`config.mk`:
```
export PLATFORM = sky130hd
export DESIGN_NAME = lab09_led_counter_flat
export DESIGN_NICKNAME = d
export VERILOG_FILES = /design/src/rtl/lab09_led_counter_if.sv /design/src/rtl/lab09_led_counter.sv /design/src/flat_wrapper.sv
export SDC_FILE = /design/constraint.sdc
export NUM_CORES = 1
export LEC_CHECK = 0
export BUFFER_PORTS_ARGS = -buffer_cell sky130_fd_sc_hd__buf_2
export CAP_MARGIN = 40
export CELL_PAD_IN_SITES_DETAIL_PLACEMENT = 1
export CELL_PAD_IN_SITES_GLOBAL_PLACEMENT = 2
export CORE_UTILIZATION = 38
export CTS_BUF_LIST = sky130_fd_sc_hd__clkbuf_4
export DETAILED_ROUTE_END_ITERATION = 6
export HOLD_SLACK_MARGIN = 0.12
export PLACE_DENSITY = 0.89
export SYNTH_ARGS = -nofsm -noshare
export SYNTH_HDL_FRONTEND = slang
export SYNTH_SLANG_ARGS = --single-unit
```
`constraint.sdc`:
```
create_clock -name clk -period 4.9 [get_ports clk]
set_input_delay 0.735 -clock clk [delete_from_list [all_inputs] [get_ports clk]]
set_output_delay 0.735 -clock clk [all_outputs]
set_load 0.01 [all_outputs]
```
`src/rtl/lab09_led_counter_if.sv`:
```
// LED drive bundle for lab09_led_counter.
// The counter is the master and drives outputLed; the board/observer is the slave.
interface lab09_led_counter_if #(
  parameter int LED_W = 8
);
  logic [LED_W-1:0] outputLed;

  modport master (output outputLed);
  modport slave  (input  outputLed);
endinterface

```
`src/rtl/lab09_led_counter.sv`:
```
// lab09_led_counter: free-running ping-pong LED counter.
// A prescaler produces one tick every DIV clocks. On each tick the counter
// moves one step: it climbs to full scale, then falls back to 0, and repeats.
// Each end point is shown for exactly one step.
// The counter value drives the LED bank through one register stage.
// Optional build macro GRAY_OUT_EN: drive the LEDs with the Gray code of the
// count, so that exactly one LED toggles per step. Without it, the LEDs show
// plain binary.
module lab09_led_counter #(
  parameter int LED_W = 8,
  parameter int DIV   = 4
) (
  input  logic                clk,
  input  logic                rst,
  lab09_led_counter_if.master led_if
);

  localparam int               PW         = (DIV > 1) ? $clog2(DIV) : 1;
  localparam logic [PW-1:0]    PRESC_LAST = PW'(DIV - 1);
  localparam logic [PW-1:0]    PRESC_ONE  = PW'(1);
  localparam logic [LED_W-1:0] CNT_MAX    = {LED_W{1'b1}};
  localparam logic [LED_W-1:0] CNT_ZERO   = {LED_W{1'b0}};
  localparam logic [LED_W-1:0] CNT_ONE    = LED_W'(1);

  typedef enum logic {
    DIR_UP   = 1'b0,
    DIR_DOWN = 1'b1
  } dir_e;

  logic [PW-1:0]    presc_q, presc_d;
  logic [LED_W-1:0] cnt_q,   cnt_d;
  logic [LED_W-1:0] led_q;
  dir_e             dir_q,   dir_d;
  logic             tick_s;

  // Maps the count to the LED pattern: Gray code or plain binary.
  function automatic logic [LED_W-1:0] encode_led(input logic [LED_W-1:0] value);
`ifdef GRAY_OUT_EN
    return value ^ (value >> 1);
`else
    return value;
`endif
  endfunction

  // Next state: prescaler wrap/increment, and a counter/direction step only on a tick.
  always_comb begin
    presc_d = presc_q;
    cnt_d   = cnt_q;
    dir_d   = dir_q;
    tick_s  = (presc_q == PRESC_LAST);
    if (tick_s) begin
      presc_d = {PW{1'b0}};
      case (dir_q)
        DIR_UP: begin
          if (cnt_q == CNT_MAX) begin
            cnt_d = cnt_q - CNT_ONE;
            dir_d = DIR_DOWN;
          end else begin
            cnt_d = cnt_q + CNT_ONE;
            dir_d = DIR_UP;
          end
        end
        DIR_DOWN: begin
          if (cnt_q == CNT_ZERO) begin
            cnt_d = cnt_q + CNT_ONE;
            dir_d = DIR_UP;
          end else begin
            cnt_d = cnt_q - CNT_ONE;
            dir_d = DIR_DOWN;
          end
        end
        default: begin
          cnt_d = CNT_ZERO;
          dir_d = DIR_UP;
        end
      endcase
    end else begin
      presc_d = presc_q + PRESC_ONE;
    end
  end

  // State register. Synchronous reset has priority over any pending tick.
  // The LED register loads the next count, so it shows a new value on the same edge as the counter.
  always_ff @(posedge clk) begin
    if (rst) begin
      presc_q <= {PW{1'b0}};
      cnt_q   <= CNT_ZERO;
      dir_q   <= DIR_UP;
      led_q   <= CNT_ZERO;
    end else begin
      presc_q <= presc_d;
      cnt_q   <= cnt_d;
      dir_q   <= dir_d;
      led_q   <= encode_led(cnt_d);
    end
  end

  assign led_if.outputLed = led_q;

endmodule

```
`src/flat_wrapper.sv`:
```
// flat-port wrapper written by rule: the top's interface ports become plain ports
module lab09_led_counter_flat 
#(
  parameter int LED_W = 8,
  parameter int DIV   = 4
)
  (clk, rst, led_if_outputLed);
  lab09_led_counter_if #(.LED_W(LED_W)) led_if_i ();
  input  logic clk;
  input  logic rst;
  output wire logic [$bits(led_if_i.outputLed)-1:0] led_if_outputLed;
  assign led_if_outputLed = led_if_i.outputLed;
  lab09_led_counter #(.LED_W(LED_W), .DIV(DIV)) u_core (.clk(clk), .rst(rst), .led_if(led_if_i));
endmodule
```
==> reports/qor.yml, run 1 <==
antenna_cells: 0
period_share_pct: 49.44
path_cells: "ha_1 > and3_1 > a41oi_1 > nor3_1 > mux2i_1 > mux2_1"
crit_type: "reg -> reg"
fin_ws_ns: 2.478
grt_pass1_vias: 632
clk_pin_slew_ns: 0.07
synth_edf_count: 0
p_per_area_mw_per_mm2: 264.8
wl_mm: 1.860
dpl_cell_area_um2: 817.0
cts_setup_buffers: 0
start_util_pct: 40.11
dp.cells: 121
io_pins: 10
yosys_most_used_dff: "dfxtp_1"
preCtsSetupSlack_ns: 2.535
power.leakage_nw: 0.3441
synthTopCellsByArea: "dfxtp_1 28%, ha_1 6.4%, nor2_1 5.7%"
ys_ff_latch: 11
firstDrtPassIters: 2
avgRoutedWirePerCell_um: 14.88
min_period_ns: 2.422
htreeDepth: 1
cts_root_buf: "clkbuf_4"
vias: 693
setup_violations: 0
cp_top_family: "simple AND/OR/NAND/NOR gates"
postRouteAntennaNets: 0
finalSetupTns_ns: 0
timing.fmax_mhz: 412.8
syn_nets: 97
path_buf_inv: 0
cap_violations: 0
die_y_um: 47.51
syn_avg_cell_area_um2: 8.648
final_area_um2: 847.1
synth_cell_type_count: 38
peakVddDrop_uv: 143.9
yosysSeqAreaShare_pct: 27.98
hold_viol: 0
grt_antenna_before_repair: 0
layout-drive-gt1-share_pct: 20.41
crit_required_ns: 5.06
cp.arrival_ns: 2.58
synth_cells: 91
port_buffers: 9
rsz0062_at_grt: "false"
finalNonFillerCells: 125
status: "completed"
grt_pass1_wl_mm: 2.787
yosysWarningCount: 0
yosysMostFrequentCell: "nor2_1"
report.final.slew_viol_count: 0
core_mm2: 0.001962
die_w_um: 47.51
cts_resized: 0
synthToLayoutAreaGrowth_pct: 7.631
critPathCaptureType: "flop"
ys_top_cells_by_count: "12 x nor2_1, 11 x dfxtp_1, 7 x inv_1"
numCtsBuffers: 3
rows: 16
die_area_mm2: 0.002257
tritoncts: "done"
setup.worst_path.start_class: "flop"
synthArstFlopShare_pct: 0
overflow: 0
grt_use_total_pct: 17.82
tightestPinTransition_ns: 0.6441
hold_buffers: 0
fin_skew_ns: 0.005981
place.gp.congestion: 0.8343
yosysTopAreaCellShare_pct: 27.98
viasPerCell: 5.544
grt_max_degree: 19
place.detailed.hpwl_mm: 1.312
crit_slowest_cell: "nor3_1"
drtIter0Drc: 4
clockBufferDepth: 2
cts_sinks: 11
slew_headroom_pct: 57.06
r2r_slack_ns: 2.48
hp-class: "reg -> reg"
syn_area_um2: 787.0
drc_errors: 0
cp_max_fo: 9
clk_latency_ns: 0.27
nNetsFinal: 105
slowest_delay_ns: 0.54
yosys.area.top_type: "dfxtp_1"
path summary, 6_finish.rpt:
check,from,endpoint,depth (start not counted)
max reg2reg,u_core.cnt_q[0],u_core.cnt_q[2],6
min reg2reg,u_core.presc_q[0],u_core.presc_q[0],1
max,u_core.cnt_q[0],u_core.cnt_q[2],6
min,u_core.presc_q[0],u_core.presc_q[0],1
power breakdown:
group	internal, mW	leakage (nW)	total (mW)	switching [mW]
Sequential	0.0950	0.0896	0.103	0.00840
Clock	0.0370	0.0184	0.0679	0.0309
Combinational	0.0236	0.236	0.0530	0.0294
flip-flops by register name (all words and copies together) (netlist names):
register	count
u_core.presc_q	2
u_core.dir_q	1
u_core.cnt_q	8
cells by family after synthesis:
group                      count (synthesis)  synth area share, %
and+or+nand+nor                           35                26.07
AOI/OAI and AO/OA                         21                20.67
buffers and inverters                     13                9.540
DFF                                       11                27.98
muxes                                      4                6.041
adders and majority gates                  4                6.360
xor gates and xnor gates                   3                3.339
worst reg2reg max path: stages (launching register included):
cell,delay [ns]
dfxtp_1,0.52
ha_1,0.23
and3_1,0.22
a41oi_1,0.22
nor3_1,0.54
mux2i_1,0.26
mux2_1,0.33
cell type report:
cell class	instances	area [um^2]
well taps	27	33.78
fillers	265	1115
multi-input cells	67	491.7
clock buffers	4	30.03
flip-flops and latches	11	220.2
inverters	7	26.28
repair buffers	9	45.04
placed cells by master, fill, tap and decap left out, types with 3 or more instances in the layout:
cell,count
nand2_1,3
inv_1,7
clkbuf_4,4
nor3_1,6
xnor2_1,3
a41oi_1,3
buf_2,9
nor3b_1,3
nor2_1,12
a21oi_1,3
dfxtp_1,11
ha_1,4
per-layer routing:
metal  GRT usage (%)  up-vias  wire [um]
met1           21.97      334        912
met2           30.41        8        904
met4           1.714        0          0
met5               0        -          0
li1                -      351          -
met3           6.792        0         42
per-stage QoR:
stage / power [mW] / utilization (%) / hold WS (ns)
after floorplan: 0.1475 / - / 0.4030
after global placement: 0.1564 / 41.65 / 0.4134
final: 0.2243 / 43.18 / 0.4387
after CTS: 0.2280 / 43.18 / 0.4503
after detailed placement: 0.1584 / 41.65 / 0.4401
after global routing: 0.2377 / 43.18 / 0.4865
Note: power is estimated with default switching activity, not from simulation.
==> inputs of run 2 (changes only) <==
- CORE_UTILIZATION: 38 -> 35
- PLACE_DENSITY: 0.89 -> 0.83
- clock period: 4.9 -> 2.4 ns (I/O delays scaled with it)
==> run 2 against run 1 <==
Net effect: clock power grew 110%; combinational power up 130%; setup slack lost 2.2 ns; fmax increased by 13%; critical endpoint is now u_core.cnt_q[7]; largest cell class unchanged; sequential power is 99% higher; critical path depth did not move.
==> reports/qor.yml, run 2 (synthesis results as in run 1) <==
die_w_um: 49.42  # +4.0%
slew_headroom_pct: 71.93  # +15 points
top_register: "u_core.cnt_q"
cap_violations: 0  # unchanged
die_y_um: 49.42  # +4.0%
dp.cells: 127  # +5.0%
antenna_cells: 0  # unchanged
multi_input_area_um2: 491.7  # unchanged
grt_use_total_pct: 18.81  # +0.99 points
final_cell_mix: "12 x nor2_1, 11 x dfxtp_1, 9 x buf_2, 7 x inv_1"
report.final.slew_viol_count: 0  # unchanged
p_per_area_mw_per_mm2: 525.5  # +98%
cts_sinks: 11  # unchanged
finalNonFillerCells: 131  # +4.8%
hold_buffers: 0  # unchanged
firstDrtPassIters: 4  # +2
critPathCaptureType: "flop"
rows: 16  # unchanged
cts_setup_buffers: 0  # unchanged
setup_violations: 0  # unchanged
grt_antenna_before_repair: 0  # unchanged
nNetsFinal: 111  # +5.7%
vias: 717  # +3.5%
rsz0062_at_grt: "false"
path_cells: "or4_4 > nor4b_4 > nor3_1 > buf_4 > o21a_1 > o221a_2"
drc_errors: 0  # unchanged
slowest_delay_ns: 0.54  # about the same
start_util_pct: 38.54  # -1.6 points
fin_ws_ns: 0.2653  # -2.212 ns
regArea_um2: 220.2  # unchanged
avgRoutedWirePerCell_um: 14.94  # +0.40%
clk_latency_ns: 0.27  # about the same
hold_viol: 0  # unchanged
cp_max_fo: 10  # +1
cp_top_family: "simple AND/OR/NAND/NOR gates"
timing.fmax_mhz: 468.5  # +13%
status: "completed"
grt_pass1_wl_mm: 3.519  # +26%
die_area_mm2: 0.002442  # +8.2%
fin_skew_ns: 0.008480  # +0.002499 ns
synthToLayoutAreaGrowth_pct: 13.35
numCtsBuffers: 3  # unchanged
power.leakage_nw: 0.3767  # +9.5%
wl_mm: 1.957  # +5.2%
clockBufferDepth: 2  # unchanged
crit_slowest_cell: "or4_4"
drtIter0Drc: 5  # +1
reg_top3: "u_core.cnt_q (8), u_core.presc_q (2), u_core.dir_q (1)"
cp.arrival_ns: 2.31  # -0.27 ns
tightestPinTransition_ns: 0.4156  # -0.2285 ns
io_pins: 10  # unchanged
mostFrequentLayoutCell: "nor2_1"
fin_util_pct: 43.69  # +0.51 points
place.gp.congestion: 0.7619  # -8.7%
setup.worst_path.start_class: "flop"
largest_reg_flops: 8  # unchanged
crit_type: "reg -> reg"
cts_root_buf: "clkbuf_4"
place.detailed.hpwl_mm: 1.547  # +18%
layout-drive-gt1-share_pct: 25.00  # +4.6 points
nFillCells: 269  # +1.5%
htreeDepth: 1  # unchanged
clk_pin_slew_ns: 0.08  # about the same
preCtsSetupSlack_ns: 0.2713  # -2.264 ns
crit_required_ns: 2.57  # -2.49 ns
postRouteAntennaNets: 0  # unchanged
overflow: 0  # unchanged
core_mm2: 0.002042  # +4.1%
peakVddDrop_uv: 293.8  # +100%
port_buffers: 9  # unchanged
finalSetupTns_ns: 0  # unchanged
period_share_pct: 88.95  # +40 points
tritoncts: "done"
path_buf_inv: 1  # +1
min_period_ns: 2.135  # -0.2877 ns
hp-class: "reg -> reg"
grt_max_degree: 18  # -1
power_mw: 0.4688  # +110%
grt_pass1_vias: 773  # +22%
cts_resized: 0  # unchanged
viasPerCell: 5.473  # -1.3%
run 2: per-stage QoR:
stage                     instance area [um^2]  hold WS [ns]
after global placement                   862.1        0.4158
after detailed placement                 862.1        0.4230
after global routing                     892.1        0.4427
after CTS                                892.1        0.4351
after floorplan                          787.0        0.4030
final                                    892.1        0.4348
run 2: final timing paths:
path | start | endpoint | slack [ns] | cells past startpoint
setup reg to reg | u_core.cnt_q[2] | u_core.cnt_q[7] | 0.27 | 6
hold / removal | u_core.presc_q[0] | u_core.presc_q[0] | 0.43 | 1
setup / recovery | u_core.cnt_q[2] | u_core.cnt_q[7] | 0.27 | 6
hold reg to reg | u_core.presc_q[0] | u_core.presc_q[0] | 0.43 | 1
run 2: cell type report:
| class | instances | share of cell area (%) |
|---|---|---|
| Timing Repair Buffer | 15 | 10.10 |
| Multi-Input combinational cell | 67 | 55.12 |
| Tap cell | 27 | 3.787 |
| Sequential cell | 11 | 24.68 |
| Inverter | 7 | 2.945 |
| Clock buffer | 4 | 3.366 |
run 2: power breakdown:
part | total [mW] | internal (mW) | switching (mW)
clock | 0.143 | 0.0757 | 0.0678
sequential | 0.205 | 0.194 | 0.0112
combinational | 0.120 | 0.0529 | 0.0673
total | 0.469 | 0.323 | 0.146
run 2: routing by layer:
metal | vias to the layer above | routed length, um | share of wire (%) | global-route usage [%]
met4 | 0 | 0 | 0 | 5.714
met3 | 0 | 59 | 3.0 | 4.050
li1 | 359 | - | - | -
met5 | - | 0 | 0 | 0
met1 | 347 | 930 | 48 | 22.60
met2 | 11 | 967 | 49 | 33.11
